[src/rtl/key_bounce_gen_if.sv]
// Handshake bundle for key_bounce_gen: press request in, emulated key and status out.
// The abort signal exists only when KEY_BOUNCE_ABORT_EN is defined.
interface key_bounce_gen_if;
    logic       press_req;
    logic       key;
    logic       busy;
    logic       done;
    logic [7:0] bounce_edges;
`ifdef KEY_BOUNCE_ABORT_EN
    logic       abort;
`endif

    modport master (
`ifdef KEY_BOUNCE_ABORT_EN
        output abort,
`endif
        output press_req,
        input  key, busy, done, bounce_edges
    );

    modport slave (
`ifdef KEY_BOUNCE_ABORT_EN
        input  abort,
`endif
        input  press_req,
        output key, busy, done, bounce_edges
    );
endinterface

[src/rtl/key_bounce_gen.sv]
// Emulates a bouncing active-low mechanical key: press bounce, hold, release bounce.
// Optional KEY_BOUNCE_ABORT_EN adds an abort input that returns the block to idle.
module key_bounce_gen #(
    parameter int unsigned BOUNCE_MAX = 20,
    parameter int unsigned HOLD_CNT   = 50,
    parameter logic [15:0] LFSR_SEED  = 16'hACE1
) (
    input  logic            sys_clk,
    input  logic            sys_rst,
    key_bounce_gen_if.slave kb
);
    typedef enum logic [1:0] {IDLE, PRESS_BOUNCE, HOLD, RELEASE_BOUNCE} state_t;

    localparam logic [7:0]  BOUNCE_LAST = 8'(BOUNCE_MAX - 1);
    localparam logic [15:0] HOLD_LAST   = 16'(HOLD_CNT - 1);
    localparam logic [15:0] SEED_LOAD   = (LFSR_SEED == 16'h0000) ? 16'h0001 : LFSR_SEED;
    localparam logic [15:0] LFSR_TAPS   = 16'hB400;

    state_t      state, state_nxt;
    logic [7:0]  bounce_cnt, bounce_cnt_nxt;
    logic [15:0] hold_cnt, hold_cnt_nxt;
    logic [15:0] lfsr, lfsr_nxt;
    logic        key_q, key_prev, key_nxt;
    logic        done_q, done_nxt;
    logic        busy;
    logic [7:0]  edge_cnt;
    logic        abort_req;

`ifdef KEY_BOUNCE_ABORT_EN
    assign abort_req = kb.abort;
`else
    assign abort_req = 1'b0;
`endif

    always_ff @(posedge sys_clk) begin
        if (sys_rst) state <= IDLE;
        else         state <= state_nxt;
    end

    always_comb begin
        state_nxt = state;
        unique case (state)
            IDLE:           if (kb.press_req)              state_nxt = PRESS_BOUNCE;
            PRESS_BOUNCE:   if (bounce_cnt == BOUNCE_LAST) state_nxt = HOLD;
            HOLD:           if (hold_cnt == HOLD_LAST)     state_nxt = RELEASE_BOUNCE;
            RELEASE_BOUNCE: if (bounce_cnt == BOUNCE_LAST) state_nxt = IDLE;
        endcase
        if (abort_req && state != IDLE) state_nxt = IDLE;
    end

    // Counters restart on every state change so each phase counts from zero.
    always_comb begin
        lfsr_nxt       = lfsr;
        bounce_cnt_nxt = '0;
        hold_cnt_nxt   = '0;
        if (state == PRESS_BOUNCE || state == RELEASE_BOUNCE)
            lfsr_nxt = {1'b0, lfsr[15:1]} ^ (lfsr[0] ? LFSR_TAPS : '0);
        if (state_nxt == state) begin
            if (state == PRESS_BOUNCE || state == RELEASE_BOUNCE)
                bounce_cnt_nxt = bounce_cnt + 8'd1;
            if (state == HOLD)
                hold_cnt_nxt = hold_cnt + 16'd1;
        end
    end

    // Key is registered from the upcoming state so it lines up with that state's cycle.
    always_comb begin
        busy     = (state != IDLE);
        done_nxt = (state == RELEASE_BOUNCE) && (state_nxt == IDLE) && !abort_req;
        key_nxt  = 1'b1;
        unique case (state_nxt)
            IDLE:           key_nxt = 1'b1;
            PRESS_BOUNCE:   key_nxt = (bounce_cnt_nxt == BOUNCE_LAST) ? 1'b0 : lfsr_nxt[0];
            HOLD:           key_nxt = 1'b0;
            RELEASE_BOUNCE: key_nxt = (bounce_cnt_nxt == BOUNCE_LAST) ? 1'b1 : lfsr_nxt[0];
        endcase
    end

    always_ff @(posedge sys_clk) begin
        if (sys_rst) begin
            key_q      <= 1'b1;
            key_prev   <= 1'b1;
            done_q     <= 1'b0;
            lfsr       <= SEED_LOAD;
            bounce_cnt <= '0;
            hold_cnt   <= '0;
            edge_cnt   <= '0;
        end else begin
            key_q      <= key_nxt;
            key_prev   <= key_q;
            done_q     <= done_nxt;
            lfsr       <= lfsr_nxt;
            bounce_cnt <= bounce_cnt_nxt;
            hold_cnt   <= hold_cnt_nxt;
            // A transition is counted one edge after it appears on key.
            if (state == IDLE && state_nxt == PRESS_BOUNCE)
                edge_cnt <= '0;
            else if (state != IDLE && key_q != key_prev && edge_cnt != 8'hFF)
                edge_cnt <= edge_cnt + 8'd1;
        end
    end

    assign kb.key          = key_q;
    assign kb.busy         = busy;
    assign kb.done         = done_q;
    assign kb.bounce_edges = edge_cnt;
endmodule

[src/flat_wrapper.sv]
// flat-port wrapper written by rule: the top's interface ports become plain ports
module key_bounce_gen_flat 
#(
    parameter int unsigned BOUNCE_MAX = 20,
    parameter int unsigned HOLD_CNT   = 50,
    parameter logic [15:0] LFSR_SEED  = 16'hACE1
)
  (sys_clk, sys_rst, kb_press_req, kb_key, kb_busy, kb_done, kb_bounce_edges);
  key_bounce_gen_if kb_i ();
  input  logic sys_clk;
  input  logic sys_rst;
  input wire logic [$bits(kb_i.press_req)-1:0] kb_press_req;
  output wire logic [$bits(kb_i.key)-1:0] kb_key;
  output wire logic [$bits(kb_i.busy)-1:0] kb_busy;
  output wire logic [$bits(kb_i.done)-1:0] kb_done;
  output wire logic [$bits(kb_i.bounce_edges)-1:0] kb_bounce_edges;
  assign kb_i.press_req = kb_press_req;
  assign kb_key = kb_i.key;
  assign kb_busy = kb_i.busy;
  assign kb_done = kb_i.done;
  assign kb_bounce_edges = kb_i.bounce_edges;
  key_bounce_gen #(.BOUNCE_MAX(BOUNCE_MAX), .HOLD_CNT(HOLD_CNT), .LFSR_SEED(LFSR_SEED)) u_core (.sys_clk(sys_clk), .sys_rst(sys_rst), .kb(kb_i));
endmodule
[config.mk]
export PLATFORM = sky130hd
export DESIGN_NAME = key_bounce_gen_flat
export DESIGN_NICKNAME = d
export VERILOG_FILES = /design/src/rtl/key_bounce_gen_if.sv /design/src/rtl/key_bounce_gen.sv /design/src/flat_wrapper.sv
export SDC_FILE = /design/constraint.sdc
export NUM_CORES = 1
export LEC_CHECK = 0
export CAP_MARGIN = 15
export CORE_UTILIZATION = 42
export CTS_CLUSTER_SIZE = 40
export DETAILED_ROUTE_END_ITERATION = 10
export GPL_TIMING_DRIVEN = 0
export SETUP_SLACK_MARGIN = 0.02
export SLEW_MARGIN = 5
export SYNTH_ARGS = -nofsm -noshare
export SYNTH_HDL_FRONTEND = slang
export SYNTH_SLANG_ARGS = --single-unit
[constraint.sdc]
create_clock -name sys_clk -period 2.1 [get_ports sys_clk]
set_input_delay 0.42 -clock sys_clk [delete_from_list [all_inputs] [get_ports sys_clk]]
set_output_delay 0.42 -clock sys_clk [all_outputs]
set_load 0.01 [all_outputs]
# Word-level counts from Yosys, hierarchy flattened
# Index checks and enable logic that the tools add are counted.
# classes
add_sub_neg	3
eq_ne	12
muxes	12
bitwise_logic	3
reduce_logical	10
# ops
op	count
16-bit by 1-bit adder with 16-bit output, second input constant	1
8-bit by 1-bit adder with 8-bit output, second input constant	2
16-bit by 6-bit == test with 1-bit output, second input constant	1
8-bit by 5-bit == test with 1-bit output, second input constant	2
16-bit two-way mux	1
8-bit two-way mux	2
15-bit by 16-bit bitwise XOR with 16-bit output	1
2-bit == test, second input constant	4
2-bit two-way mux	4
8-bit != test, second input constant	1
2-bit one-hot mux with 4 select lines	1
2-bit by 1-bit == test with 1-bit output, second input constant	2
1-bit logical AND	4
2-bit zero test	2
1-bit one-hot mux with 4 select lines	1
1-bit two-way mux	3
3-bit OR reduction	1
2-bit == test	1
1-bit inverter	2
2-bit nonzero test	1
2-bit OR reduction	1
1-bit logical OR	1
1-bit != test	1
# word_totals
ff_bits	53
in_bits	3
output_inout_bits	11
elab_cells	49

# Depth between registers and ports, before layout
# Gate-level depths: netlist (run 1).
# logic_depth
word_depth	8
depth_mapped	7
mapped_depth_nobuf	7

# Worst setup path before layout (run 1)
# Ideal clock, no wire load.
# synth_path
path_kind	register -> register
startpoint	reg u_core.bounce_cnt[0]
endpoint	reg u_core.key_q, in the netlist u_core.kb.key
setup_ns	0.122
arrival_ns	1.820
t_required_ns	1.978
setup_slack_ns	0.159
path_stages_with_launch	7
n_path_buf	0
synth_period_minus_slack_ns	1.941
path_cell_list	dfxtp_1 > ha_1 > or4b_4 > nor3_4 > or4_1 > or4_1 > o311a_1
# synth_between
elab_chain_len	8
elab_cells_between_ends	16
cone_classes	add/sub (1); eq/ne (6); mux (8); reduce/logical (1)
# synth_rtl
item	line	rtl
start, declared	key_bounce_gen.sv:20	logic [7:0] bounce_cnt, bounce_cnt_nxt;
start signal, assigned	key_bounce_gen.sv:93	bounce_cnt <= bounce_cnt_nxt;
8-bit by 5-bit == test with 1-bit output	key_bounce_gen.sv:44, key_bounce_gen.sv:46	
2-bit two-way mux, on equally long branches	key_bounce_gen.sv:46, key_bounce_gen.sv:44	
2-bit one-hot mux with 4 select lines	key_bounce_gen.sv:42	unique case (state)
2-bit == test	key_bounce_gen.sv:58	if (state_nxt == state) begin
8-bit two-way mux	key_bounce_gen.sv:58	
8-bit by 5-bit == test with 1-bit output	key_bounce_gen.sv:73, key_bounce_gen.sv:75	
1-bit two-way mux, on equally long branches	key_bounce_gen.sv:75, key_bounce_gen.sv:73	
1-bit one-hot mux with 4 select lines (*)	key_bounce_gen.sv:71	unique case (state_nxt)
end signal, assigned	key_bounce_gen.sv:89	key_q <= key_nxt;
end, declared	key_bounce_gen.sv:23	logic key_q, key_prev, key_nxt;
# Mark *: on every way between the ends. The rest lies on a longest branch, timed or not.
# A chain may end at the register's enable or synchronous reset.

# Worst setup path after layout (run 1)
# Same ends and word-level chain as after synthesis.

==> results.sh, run 1 <==
export IMPL_clockBufferDepth=2
export IMPL_slowest_delay_ns=0.47
export IMPL_num_antenna_cells=0
export IMPL_critPathCaptureType="register"
export IMPL_grt_pass1_vias=1405
export IMPL_worstPathCellList="ha_2 -> or4b_4 -> nor3_4 -> or4_1 -> or4_1 -> o311a_1"
export IMPL_vias=1719
export IMPL_synth_enable_flop_cells=0
export IMPL_root_buffer="clkbuf_8"
export IMPL_grt_start_max_net_pins=17
export IMPL_critPathRequiredTime_ns=2.28
export IMPL_drc=0
export IMPL_hold_path_class="register to register"
export IMPL_slowest_stage="or4_1"
export IMPL_fin_crit_sh_pct=93.7
export IMPL_path_clk_slew_ns=0.09
export IMPL_status="complete, no violations"
export IMPL_ios=14
export IMPL_rsz0062_at_grt="false"
export IMPL_overflow=0
export IMPL_crit_fanout=7
export IMPL_start_util_pct=43.9
export IMPL_hold_viol=0
export IMPL_die_x_um=75.5
export IMPL_setup_violations_final=0
export IMPL_ys_ff_latch=53
export IMPL_grt_antenna_before_repair=0
export IMPL_num_rows=26
export IMPL_track_usage_pct=14.2
export IMPL_path_class="register to register"
export IMPL_cts_buffers=5
export IMPL_synth_area_um2=2270
export IMPL_fin_total_pwr_mw=1.71
export IMPL_cts_tree="yes"
export IMPL_drtPass1Iterations=4
export IMPL_ys_warn_count=0
export IMPL_ant_nets=0
export IMPL_drtIter0Drc=63
export IMPL_power_density_nw_per_um2=665
export IMPL_slew_headroom_pct=53.9
export IMPL_wl_per_cell_um=11.5
export IMPL_clk_latency_ns=0.29
export IMPL_die_h_um=75.5
export IMPL_syn_num_nets=254
export IMPL_synth_async_sr_flop_share_pct=0
export IMPL_critPathArrivalTime_ns=2.15
export IMPL_mostFrequentLayoutCells="dfxtp_1, nor2_1, xnor2_1"
export IMPL_grt_first_pass_wirelength_mm=6.26
export IMPL_clock_sinks=53
export IMPL_p_leak_nw=0.860
export IMPL_tightest_slew_ns=0.687
export IMPL_cap_violations=0
export IMPL_htreeDepth=2
export IMPL_syn_to_final_growth_pct=13.4
export IMPL_drive_above_1_share_pct=6.74
export IMPL_drv_slew=0
export IMPL_vias_per_cell=5.10
export IMPL_gp_congestion=0.745
export IMPL_drt_wl_total_mm=3.88
export IMPL_core_region_area_um2=5170
export IMPL_synth_cells=247
export IMPL_die_area_um2=5700
export IMPL_nNetsFinal=273
export IMPL_ys_types=43
export IMPL_ys_flop_type="dfxtp_1"
export IMPL_ctsHoldBuffers=0
export IMPL_seq_area_frac_synth_pct=46.7
export IMPL_dp_hpwl_mm=2.76
export IMPL_io_buffers=12
export IMPL_final_common_cell="dfxtp_1"
export IMPL_syn_area_per_cell_um2=9.19
export IMPL_crit_top_cell="or4_1"
export IMPL_layout_min_cycle_time_ns=1.97
export IMPL_max_freq_mhz=508
export IMPL_dp_slack_ns=0.00469
export IMPL_setup_worst_path_start_class="register"
export IMPL_finClkSkew_ns=0.00711
export IMPL_fin_ws_ns=0.133
export IMPL_max_vdd_ir_drop_mv=0.451
-- power breakdown --
part	switching (mW)	internal, mW	leakage, nW	total (mW)
clock network	0.317	0.232	0.0450	0.549
logic	0.0580	0.0518	0.384	0.110
registers	0.0202	1.03	0.431	1.05
total	0.395	1.32	0.860	1.71
-- state kept, by name, summed over array words and instances, names as in the netlist --
| signal | cells |
|---|---|
| u_core.bounce_cnt | 8 |
| u_core.hold_cnt | 16 |
| u_core.kb.bounce_edges | 8 |
| u_core.kb.done | 1 |
| u_core.kb.key | 1 |
| u_core.key_prev | 1 |
| u_core.lfsr | 16 |
| u_core.state | 2 |
-- area by class of cell --
cell class	instances	area, um^2
multi-input cells	180	1170
clock buffers	6	72.6
flip-flops and latches	53	1060
inverters	6	22.5
repair buffers	13	128
clock inverters	2	10.0
well taps	70	87.6
fillers	516	2600
plain buffers	7	27.5
-- critical path, delay by kind of cell (launching register included) --
kind / cells / cell delay (ns)
flip-flops: 1 / 0.36
AND/OR/NAND/NOR: 4 / 1.16
AO/OA/AOI/OAI: 1 / 0.12
adder cells (fa/ha/maj): 1 / 0.22
-- cells by family (layout without fill, tap and decap cells) --
| kind of cell | after synthesis | in the layout | share of synthesized area [%] |
|---|---|---|---|
| buffers and inverters | 14 | 34 | 2.37 |
| DFF | 53 | 53 | 46.7 |
| adders and majority gates | 4 | 4 | 2.20 |
| and+or+nand+nor | 115 | 115 | 26.1 |
| muxes | 9 | 9 | 4.02 |
| AOI/OAI and AO/OA | 24 | 24 | 7.77 |
| xor gates and xnor gates | 28 | 28 | 10.8 |
-- per-layer routing --
metal  wire length, um  track usage, %
met1              2040            19.4
met4                18            3.09
met2              1730            22.4
met3                89            3.97
met5                 0               0
-- cell usage after synthesis (all sizes together), types with 3 or more instances --
library cell	count	area (um^2)
dfxtp	53	1060
nor2	48	180
xnor2	19	166
nand3	13	65.1
nand2	11	41.3
xor2	9	78.8
a211o	8	70.1
mux2i	8	80.1
nor3	8	56.3
clkbuf	6	22.5
inv	6	22.5
a21oi	5	25.0
nand4	5	31.3
and2	4	25.0
ha	4	50.1
nor2b	4	25.0
nor4	4	25.0
o21ai	3	15.0
or3	3	18.8
or4	3	22.5
-- metrics by stage --
stage	instances	cell area (um^2)	utilization (%)	hold slack (ns)	TNS (ns)
final	337	2580	49.8	0.466	0
after global routing	337	2580	49.8	0.482	0
after CTS	336	2560	49.5	0.466	0
after detailed placement	329	2480	47.9	0.444	0
after global placement	329	2480	47.9	0.438	-0.0205
after floorplan	247	2270	-	0.427	0
-- worst paths after layout --
| path | start | endpoint | slack, ns | cells past startpoint |
|---|---|---|---|---|
| worst max register to register | u_core.bounce_cnt[0] | u_core.kb.key | 0.13 | 6 |
| worst min register to register | u_core.lfsr[7] | u_core.lfsr[7] | 0.47 | 1 |
| worst min-delay path | u_core.lfsr[7] | u_core.lfsr[7] | 0.47 | 1 |
| worst max-delay path | u_core.bounce_cnt[0] | u_core.kb.key | 0.13 | 6 |
-- repair_timing --
| item | in CTS | in global routing |
|---|---|---|
| endpoints found under the setup margin | 4 | 10 |
| pin swaps | 0 | 2 |
| resized for setup | 1 | 3 |
| buffers inserted | 0 | 1 |
(Power assumes the default switching activity.)
==> run 2: changes to the inputs <==
--- a/config.mk
+++ b/config.mk
@@ -6,10 +6,11 @@
 export NUM_CORES = 1
 export LEC_CHECK = 0
 export CAP_MARGIN = 15
-export CORE_UTILIZATION = 42
+export CORE_UTILIZATION = 50
 export CTS_CLUSTER_SIZE = 40
 export DETAILED_ROUTE_END_ITERATION = 10
 export GPL_TIMING_DRIVEN = 0
+export PLACE_DENSITY = 0.72
 export SETUP_SLACK_MARGIN = 0.02
 export SLEW_MARGIN = 5
 export SYNTH_ARGS = -nofsm -noshare
==> results.sh, run 2 (same netlist as run 1, synthesis figures left out) <==
export IMPL_htreeDepth=2
export IMPL_start_util_pct=52.2
export IMPL_crit_fanout=7
export IMPL_gp_congestion=0.736
export IMPL_max_vdd_ir_drop_mv=0.394
export IMPL_regArea_um2=1060
export IMPL_cap_violations=0
export IMPL_hold_worst_slack_ns=0.477
export IMPL_finalSetupTns_ns=0
export IMPL_hold_viol=0
export IMPL_cp_endpoint="u_core.kb.key"
export IMPL_fin_crit_sh_pct=94.8
export IMPL_place_area_um2=2460
export IMPL_grt_pass1_vias=1560
export IMPL_track_usage_pct=17.8
export IMPL_vias=1702
export IMPL_setup_violations_final=0
export IMPL_num_rows=24
export IMPL_rsz0062_at_grt="false"
export IMPL_critPathRequiredTime_ns=2.30
export IMPL_reg2reg_depth=5
export IMPL_hold_path_class="register to register"
export IMPL_regToRegSetupSlack_ns=0.11
export IMPL_ctsHoldBuffers=0
export IMPL_slowest_stage="or4b_4"
export IMPL_critPathCaptureType="register"
export IMPL_max_freq_mhz=502
export IMPL_grt_start_max_net_pins=17
export IMPL_die_area_um2=4820
export IMPL_clk_latency_ns=0.30
export IMPL_slowest_delay_ns=0.50
export IMPL_ant_nets=0
export IMPL_worstPathCellList="ha_2 -> or4b_4 -> nor3_4 -> xnor2_1 -> o311a_1"
export IMPL_vias_per_cell=5.34
export IMPL_ios=14
export IMPL_wl_per_cell_um=12.4
export IMPL_p_leak_nw=0.876
export IMPL_tightest_slew_ns=0.733
export IMPL_final_common_cell="dfxtp_1"
export IMPL_syn_to_final_growth_pct=13.8
export IMPL_drive_above_1_share_pct=7.12
export IMPL_design_area_um2=2580
export IMPL_mostFrequentLayoutCells="dfxtp_1, nor2_1, xnor2_1"
export IMPL_num_antenna_cells=0
export IMPL_utilization_pct=59.4
export IMPL_root_buffer="clkbuf_8"
export IMPL_grt_antenna_before_repair=0
export IMPL_layout_min_cycle_time_ns=1.99
export IMPL_core_region_area_um2=4350
export IMPL_die_x_um=69.4
export IMPL_status="complete, no violations"
export IMPL_drc=0
export IMPL_routed_wl_met2_mm=1.79
export IMPL_nNetsFinal=273
export IMPL_multi_input_area_um2=1170
export IMPL_io_buffers=12
export IMPL_cts_buffers=5
export IMPL_wl_met3_um=102
export IMPL_clock_sinks=53
export IMPL_slew_headroom_pct=50.7
export IMPL_cp_startpoint="u_core.bounce_cnt[0]"
export IMPL_clockBufferDepth=2
export IMPL_path_clk_slew_ns=0.09
export IMPL_dp_hpwl_mm=2.80
export IMPL_power_density_nw_per_um2=686
export IMPL_fillers=376
export IMPL_r2r_end="u_core.kb.key"
export IMPL_cts_tree="yes"
export IMPL_path_class="register to register"
export IMPL_setup_worst_path_start_class="register"
export IMPL_timing_rr_start="u_core.bounce_cnt[0]"
export IMPL_drtPass1Iterations=4
export IMPL_overflow=0
export IMPL_drtIter0Drc=60
export IMPL_finClkSkew_ns=0.00805
export IMPL_drt_wl_total_mm=3.95
export IMPL_critPathArrivalTime_ns=2.19
export IMPL_reg_largest_list="u_core.hold_cnt (16), u_core.lfsr (16)"
export IMPL_top_layer_used="met4"
export IMPL_fin_total_pwr_mw=1.77
export IMPL_drt_met1_wl_mm=2.02
export IMPL_drv_slew=0
export IMPL_die_h_um=69.4
export IMPL_grt_first_pass_wirelength_mm=7.04
## run 2: metrics by stage
stage | std cells | worst slack, ns
floorplan | 247 | 0.159
global placement | 311 | -0.00718
detailed placement | 311 | -0.0458
CTS | 318 | 0.0213
global route | 319 | 0.0526
finish | 319 | 0.109
## run 2: worst min-delay path by stage
| stage | slack [ns] | endpoint | depth (start not counted) | start |
|---|---|---|---|---|
| after floorplan | 0.43 | u_core.lfsr[7] | 1 | u_core.lfsr[7] |
| after global placement | 0.44 | u_core.lfsr[7] | 1 | u_core.lfsr[7] |
| after detailed placement | 0.46 | u_core.lfsr[6] | 1 | u_core.lfsr[6] |
| after CTS | 0.49 | u_core.lfsr[6] | 1 | u_core.lfsr[6] |
| after global routing | 0.49 | u_core.lfsr[6] | 1 | u_core.lfsr[6] |
| final | 0.48 | u_core.lfsr[7] | 1 | u_core.lfsr[7] |
## run 2: layer usage
layer,GRT usage (%),vias to the layer above
met5,0,-
met4,6.80,0
met3,3.49,4
met2,27.8,23
met1,24.2,777
li1,-,898
## run 2: critical path: cells and delay by family (launching register included)
family,cells,cell delay [ns]
AOI/OAI and AO/OA,1,0.34
xor gates and xnor gates,1,0.15
adders and majority gates,1,0.24
DFF,1,0.40
and+or+nand+nor,2,0.75
## run 2: layout make-up
type	instances	area share (%)
Buffer	7	1.06
Sequential cell	53	41.1
Timing Repair Buffer	13	5.42
Clock buffer	7	3.73
Tap cell	52	2.52
Inverter	6	0.871
Multi-Input combinational cell	180	45.1
Clock inverter	1	0.194
## run 2: repair_timing
item | in CTS | in global routing
setup endpoints to repair | 9 | 17
resized for setup | 1 | 3
pin swaps | 0 | 2
buffers inserted | 0 | 1
## run 2: where the power goes
part           switching, mW  internal [mW]
clock                  0.312          0.298
sequential            0.0214           1.03
combinational         0.0576         0.0517
